**src/rtl/riscv_lsu.sv**
```systemverilog
// Load/store unit: splits word-spanning accesses into two word accesses; merges and extends load data.
// Latency 1 (error) to 4 (spanning load) cycles; one access in flight, req_ready low until RESP, no response backpressure.
module riscv_lsu #(
  parameter int MISALIGNED_EN = 1
) (
  input  logic        clk,
  input  logic        rst,
  input  logic        req_valid,
  output logic        req_ready,
  input  logic        req_we,
  input  logic [2:0]  funct3,
  input  logic [31:0] addr,
  input  logic [31:0] wdata,
  output logic        resp_valid,
  output logic [31:0] resp_rdata,
  output logic        resp_err,
  output logic [31:0] mem_addr,
  output logic        mem_re,
  output logic        mem_we,
  output logic [3:0]  mem_be,
  output logic [31:0] mem_wd,
  input  logic [31:0] mem_rd
);

  typedef enum logic [2:0] {IDLE, A0, A1, WAIT, RESP} state_t;

  state_t      state;
  logic        r_we;
  logic [2:0]  r_f3;
  logic [1:0]  r_off;
  logic        r_span;
  logic        r_err;
  logic [3:0]  r_be_hi;
  logic [31:0] r_wdata;
  logic [31:0] w0;
  logic [31:0] w1;

  logic [2:0]  in_size;
  logic [3:0]  in_mask;
  logic [7:0]  in_be;
  logic        in_span;
  logic        in_err;

  function automatic logic [31:0] load_ext(input logic [63:0] pair, input logic [1:0] off,
                                           input logic [2:0] f3);
    logic [31:0] sh;
    sh = 32'(pair >> {off, 3'b000});
    case (f3)
      3'b000:  load_ext = {{24{sh[7]}}, sh[7:0]};
      3'b001:  load_ext = {{16{sh[15]}}, sh[15:0]};
      3'b100:  load_ext = {24'h0, sh[7:0]};
      3'b101:  load_ext = {16'h0, sh[15:0]};
      default: load_ext = sh;
    endcase
  endfunction

  // Request decode; only ever registered, never routed straight to the memory port.
  always_comb begin
    in_size = 3'd4;
    in_mask = 4'b1111;
    case (funct3[1:0])
      2'b00: begin in_size = 3'd1; in_mask = 4'b0001; end
      2'b01: begin in_size = 3'd2; in_mask = 4'b0011; end
      default: ;
    endcase
    in_be   = {4'b0000, in_mask} << addr[1:0];
    in_span = ({1'b0, addr[1:0]} + in_size) > 3'd4;
    in_err  = (funct3 == 3'b011) || (funct3 == 3'b110) || (funct3 == 3'b111) ||
              (req_we && funct3[2]) || ((MISALIGNED_EN == 0) && in_span);
  end

  always_ff @(posedge clk) begin
    if (rst) begin
      state      <= IDLE;
      req_ready  <= 1'b1;
      resp_valid <= 1'b0;
      resp_err   <= 1'b0;
      mem_addr   <= '0;
      mem_re     <= 1'b0;
      mem_we     <= 1'b0;
      mem_be     <= '0;
      mem_wd     <= '0;
      r_we       <= 1'b0;
      r_f3       <= '0;
      r_off      <= '0;
      r_span     <= 1'b0;
      r_err      <= 1'b0;
      r_be_hi    <= '0;
      r_wdata    <= '0;
      w0         <= '0;
      w1         <= '0;
    end else begin
      resp_valid <= 1'b0;
      resp_err   <= 1'b0;
      mem_re     <= 1'b0;
      mem_we     <= 1'b0;
      mem_be     <= '0;
      case (state)
        IDLE: if (req_valid) begin
          req_ready <= 1'b0;
          r_we      <= req_we;
          r_f3      <= funct3;
          r_off     <= addr[1:0];
          r_span    <= in_span;
          r_err     <= in_err;
          r_be_hi   <= in_be[7:4];
          r_wdata   <= wdata;
          if (in_err) begin
            state      <= RESP;
            resp_valid <= 1'b1;
            resp_err   <= 1'b1;
          end else begin
            // Strobes for A0 are loaded here so they appear registered in the A0 cycle.
            state    <= A0;
            mem_addr <= {addr[31:2], 2'b00};
            if (req_we) begin
              mem_we <= 1'b1;
              mem_be <= in_be[3:0];
              mem_wd <= wdata << {addr[1:0], 3'b000};
            end else begin
              mem_re <= 1'b1;
            end
          end
        end
        A0: begin
          if (r_span) begin
            state    <= A1;
            mem_addr <= mem_addr + 32'd4;
            if (r_we) begin
              mem_we <= 1'b1;
              mem_be <= r_be_hi;
              mem_wd <= r_wdata >> (6'd32 - {1'b0, r_off, 3'b000});
            end else begin
              mem_re <= 1'b1;
            end
          end else if (r_we) begin
            state      <= RESP;
            resp_valid <= 1'b1;
          end else begin
            state <= WAIT;
          end
        end
        A1: begin
          if (r_we) begin
            state      <= RESP;
            resp_valid <= 1'b1;
          end else begin
            w0    <= mem_rd;
            state <= WAIT;
          end
        end
        WAIT: begin
          if (r_span) w1 <= mem_rd;
          else        w0 <= mem_rd;
          state      <= RESP;
          resp_valid <= 1'b1;
        end
        RESP: begin
          state     <= IDLE;
          req_ready <= 1'b1;
        end
        default: begin
          state     <= IDLE;
          req_ready <= 1'b1;
        end
      endcase
    end
  end

  always_comb begin
    resp_rdata = '0;
    if (state == RESP && !r_we && !r_err) resp_rdata = load_ext({w1, w0}, r_off, r_f3);
  end

endmodule

```
**config.mk**
```make
export PLATFORM = sky130hd
export DESIGN_NAME = riscv_lsu
export DESIGN_NICKNAME = d
export VERILOG_FILES = /design/src/rtl/riscv_lsu.sv
export SDC_FILE = /design/constraint.sdc
export NUM_CORES = 1
export LEC_CHECK = 0
export CAP_MARGIN = 20
export CORE_ASPECT_RATIO = 0.5
export CORE_MARGIN = 1
export CORE_UTILIZATION = 45
export CTS_CLUSTER_SIZE = 8
export DETAILED_ROUTE_END_ITERATION = 10
export DONT_BUFFER_PORTS = 1
export SLEW_MARGIN = 40
export SYNTH_ARGS = -nofsm -noshare
export SYNTH_HDL_FRONTEND = slang
export SYNTH_SLANG_ARGS = --single-unit
```
**constraint.sdc**
```tcl
create_clock -name clk -period 4.59 [get_ports clk]
set_input_delay 0.918 -clock clk [delete_from_list [all_inputs] [get_ports clk]]
set_output_delay 0.918 -clock clk [all_outputs]
set_load 0.02 [all_outputs]
```
# Word-level counts from Yosys, hierarchy flattened
# Cells that the tools add are included.
[word_totals]
word_cells = 113
reg_bits = 184
in_bits = 103
[classes]
eq_ne = 18
n_addsub = 3
muxes = 46
order_cmp = 1
n_reduce_logical = 21
n_bitwise = 2
shift = 4
[op_table]
columns = ["operator", "n"]
rows = [
  ["2-to-1 mux 32 bit", 11],
  ["case mux 32 bit (2 select lines)", 3],
  ["case mux 32 bit (4 select lines)", 1],
  [">> shifter 64 x 5 -> 32 bit", 1],
  ["adder 32 x 3 -> 32 bit (second input constant)", 1],
  ["<< shifter 32 x 5 -> 32 bit", 1],
  [">> shifter 32 x 6 -> 32 bit", 1],
  ["2-to-1 mux 4 bit", 5],
  ["case mux 4 bit (2 select lines)", 2],
  ["equality test 3 bit (second input constant)", 5],
  ["2-to-1 mux 1 bit", 14],
  ["inequality test 2 bit (second input constant)", 7],
  ["2-to-1 mux 3 bit", 4],
  ["case mux 3 bit (4 select lines)", 1],
  ["equality test 3 x 2 -> 1 bit (second input constant)", 3],
  ["<< shifter 4 x 2 -> 8 bit", 1],
  ["equality test 3 x 1 -> 1 bit (second input constant)", 2],
  ["logical NOT 3 bit", 2],
  ["case mux 1 bit (2 select lines)", 3],
  ["case mux 3 bit (2 select lines)", 1],
  ["AND reduction 2 bit", 3],
  ["AND reduction 6 bit", 1],
  ["subtractor 6 x 5 -> 6 bit (first input constant)", 1],
  ["case mux 1 bit (4 select lines)", 1],
  ["13 further kinds", 20],
]

# Depth between registers and ports, before layout
[depth]
depth_word = 7
ltp_mapped = 12

# Worst setup path before layout
# Ideal clock, no wire load.
[synth_path]
path_kind = "register -> output"
startpoint = "register state[0]"
endpoint = "output resp_rdata[21]"
arrival_ps = 1795
path_buffers = 2
setup_slack_ps = 1877
stages_incl_launch_ff = 7
path_cell_list = "dfxtp_1 -> buf_4 -> nor4_4 -> nand2_1 -> o21bai_2 -> buf_2 -> a21oi_1"
[synth_via]
elab_chain_len = 4
[synth_rtl]
columns = ["element", "line", "text"]
rows = [
  ["start, declared", "27", "state_t state;"],
  ["start signal, assigned", "74", "state <= IDLE;"],
  ["start signal, assigned", "109", "state <= RESP;"],
  ["start signal, assigned", "114", "state <= A0;"],
  ["equality test 3 bit", "172", "if (state == RESP && !r_we && !r_err) resp_rdata = load_ext({w1, w0}, r_off, r_f3);"],
  ["logical AND 1 bit (2 in series)", "172", ""],
  ["2-to-1 mux 32 bit", "172", ""],
  ["end, declared", "15", "output logic [31:0] resp_rdata,"],
]
# No other way between the ends.

# Final worst setup path
[layout_path]
startpoint = "register state[0]"
endpoint = "output resp_rdata[16]"
# The elaborated chain is that of the path after synthesis.

==> results.py <==
metrics = {
    "synthesis": {
        "synth_cell_types": 64,
        "netlist_area_um2": 9430,
        "seq_area_frac_synth_pct": 36.7,
        "synth-edff-count": 0,
        "syn_avg_cell_area_um2": 8.01,
        "ys_ff_latch": 173,
        "yosysWarnings": 0,
        "ys.flop_type": "dfxtp_1",
        "async_flop_share_pct": 0,
        "netlist_instances": 1176,
    },
    "clock_tree": {
        "clk_pin_slew_ns": 0.06,
        "cts_buffer_depth": 2,
        "cts_buffers": 17,
        "cts_hold_buf": 0,
        "htree_levels": 4,
        "cts_tree": "done",
        "worstSkewPairLatency_ns": 0.44,
        "cts-root-buf": "clkbuf_16",
        "clock_sinks": 173,
        "ctsResizeCount": 0,
        "post_cts_buffers": 0,
    },
    "min_path": {
        "hp-class": "reg2reg",
    },
    "final_layout": {
        "final_common_cell": "nand2_1",
        "syn_to_final_growth_pct": 6.24,
        "final_net_count": 1212,
        "layout-drive-gt1-share_pct": 9.68,
        "final_cell_mix": "nand2_1 (280), dfxtp_1 (171), a21oi_1 (148)",
        "antennaDiodeCount": 0,
        "post-route-util_pct": 50.1,
    },
    "place": {
        "place_congestion": 0.930,
        "dp_hpwl_um": 19900,
        "dp_slack_ns": 1.19,
        "io_buffers": 0,
    },
    "sta": {
        "maxSlewViolCount": 0,
        "fmax_mhz": 266,
        "setup_viol_count_final": 0,
        "rsz0062_at_grt": "false",
        "min_period_over_period_pct": 81.9,
        "fin_crit_ns": 3.76,
        "relSlewSlack_pct": 45.6,
        "fin_worst_skew_ns": 0.0101,
        "setup_slack_ns": 0.830,
        "hold_viol": 0,
        "worstMarginPinSlew_ns": 0.815,
        "fin_tns_setup_ns": 0,
    },
    "detailed_routing": {
        "drc": 14,
        "routedWlPerCell_um": 21.4,
        "drtIter0Drc": 927,
        "firstDrtPassIters": 8,
        "vias_per_cell": 6.15,
        "vias": 8498,
        "routed_wl_um": 29600,
        "detail-route-antenna-nets": 0,
    },
    "setup_path": {
        "cp.arrival_ns": 2.84,
        "critical_path_class": "reg2out",
        "cp-start-kind": "register",
        "crit_path_end_kind": "output port",
        "crit_fanout": 16,
        "crit_required_ns": 3.67,
    },
    "die": {
        "fp.dieH_um": 104,
        "core_area_um2": 20000,
        "initial_utilization_pct": 47.1,
        "io_pins": 208,
        "fp.dieArea_um2": 21600,
        "die_w_um": 207,
        "std_cell_rows": 36,
    },
    "pwr": {
        "powerDensity_nw_per_um2": 421,
        "ir_worst_vdd_v": 0.000253,
        "p_leak_nw": 3.35,
    },
    "run": {
        "drv_cap": 0,
    },
    "outcome": {
        "outcome": "finished with violations",
        "violations": "DRC",
    },
    "grt": {
        "grt_max_degree": 170,
        "grt_overflow_total": 0,
        "grt_pass1_vias": 7746,
        "grt_usage_pct": 27.0,
        "grt_pass1_wl_um": 45100,
        "antenna_found_initial": 0,
    },
}
==> report_power, final <==
group / total [mW] / internal, mW / switching, mW / leakage, nW
clock: 1.51 / 0.897 / 0.615 / 0.291
sequential: 1.91 / 1.64 / 0.266 / 1.41
combinational: 0.798 / 0.313 / 0.485 / 1.65
==> cells in the mapped netlist (all sizes together) (2+ instances only) <==
| library cell | instances | area, um^2 |
|---|---|---|
| nor3b | 4 | 35.0 |
| o31ai | 3 | 22.5 |
| nor4 | 9 | 108 |
| a311oi | 5 | 43.8 |
| o32ai | 3 | 26.3 |
| a21oi | 149 | 757 |
| mux2i | 37 | 370 |
| nor2 | 73 | 282 |
| dfxtp | 173 | 3460 |
| nand3 | 19 | 95.1 |
| a31o | 2 | 17.5 |
| nor3 | 13 | 76.3 |
| ha | 4 | 50.1 |
| a2111oi | 2 | 17.5 |
| buf | 41 | 244 |
| nand2 | 280 | 1050 |
| a22oi | 29 | 218 |
| o2bb2ai | 4 | 35.0 |
| a21o | 4 | 30.0 |
| nand4 | 10 | 62.6 |
| a211oi | 42 | 315 |
| o21ai | 55 | 275 |
| mux2 | 17 | 191 |
| and2 | 2 | 12.5 |
| a2bb2oi | 4 | 35.0 |
| o21bai | 5 | 41.3 |
| a32oi | 8 | 70.1 |
| inv | 27 | 101 |
| xor2 | 2 | 17.5 |
| and4 | 3 | 26.3 |
| clkbuf | 62 | 234 |
| nor2b | 8 | 50.1 |
| or3 | 4 | 25.0 |
| nand2b | 2 | 12.5 |
| o31a | 4 | 35.0 |
| and3 | 16 | 100 |
| a31oi | 6 | 52.6 |
| o22ai | 3 | 18.8 |
| mux4 | 31 | 698 |
==> final cells by class <==
cell class,count,area (um^2)
fill,1972,9990
multi-input combinational,873,5420
sequential,173,3470
clock buffer,25,485
tap,266,333
clock inverter,6,109
inverter,28,105
timing repair buffer,11,95.1
==> state kept, by name (all words and copies together) (netlist names) <==
name        count
w0             32
mem_re          1
r_span          1
r_wdata        32
state           3
resp_err        1
mem_be          4
mem_we          1
r_off           2
r_be_hi         3
mem_wd         32
resp_valid      1
r_err           1
r_we            1
w1             24
r_f3            3
mem_addr       30
req_ready       1
==> critical path, stage by stage (launching register included) <==
cell and delay (ns):
dfxtp_1 0.48, nor4_4 0.49, nand2_1 0.37, o21bai_2 0.52
a21oi_1 0.55
==> final timing paths <==
kind | slack [ns] | start | depth (start not counted) | to
worst max register to register | 1.36 | r_off[0]$_SDFFE_PP0P_ | 6 | mem_wd[24]$_SDFFE_PP0P_
worst min register to register | 0.45 | w1[23]$_SDFFE_PP0P_ | 2 | w1[23]$_SDFFE_PP0P_
worst min-delay path | 0.45 | w1[23]$_SDFFE_PP0P_ | 2 | w1[23]$_SDFFE_PP0P_
worst max-delay path | 0.83 | state[0]$_SDFFE_PP0P_ | 4 | resp_rdata[16]
==> cell families (layout without fill, tap and decap cells) <==
kind of cell | after synthesis | count (layout) | share of synthesized area, %
simple gates | 448 | 448 | 21.1
compound gates | 331 | 331 | 21.6
flops | 173 | 173 | 36.7
buf+inv | 131 | 70 | 6.19
mux | 85 | 85 | 13.4
fa+ha+maj | 5 | 5 | 0.743
xor+xnor | 2 | 2 | 0.186
other cells | 1 | 2 | 0.0398
==> metrics by stage <==
| stage | total power, mW | instance area (um^2) | hold WS, ns | instances |
|---|---|---|---|---|
| 6_report | 4.22 | 10000 | 0.452 | 1382 |
| 5_1_grt | 4.41 | 10000 | 0.470 | 1382 |
| 4_1_cts | 4.23 | 10000 | 0.451 | 1382 |
| 3_5_place_dp | 2.73 | 9420 | 0.441 | 1351 |
| 3_3_place_gp | 2.70 | 9380 | 0.435 | 1350 |
| 2_1_floorplan | 2.55 | 9430 | 0.432 | 1177 |
==> layer usage <==
layer / vias up / share of wire, % / global-route usage [%]
li1: 4038 / - / -
met5: - / 0 / 0
met3: 28 / 11 / 8.58
met1: 4061 / 42 / 36.0
met4: 0 / 1.4 / 7.30
met2: 371 / 46 / 41.9
(Power assumes the default switching activity.)
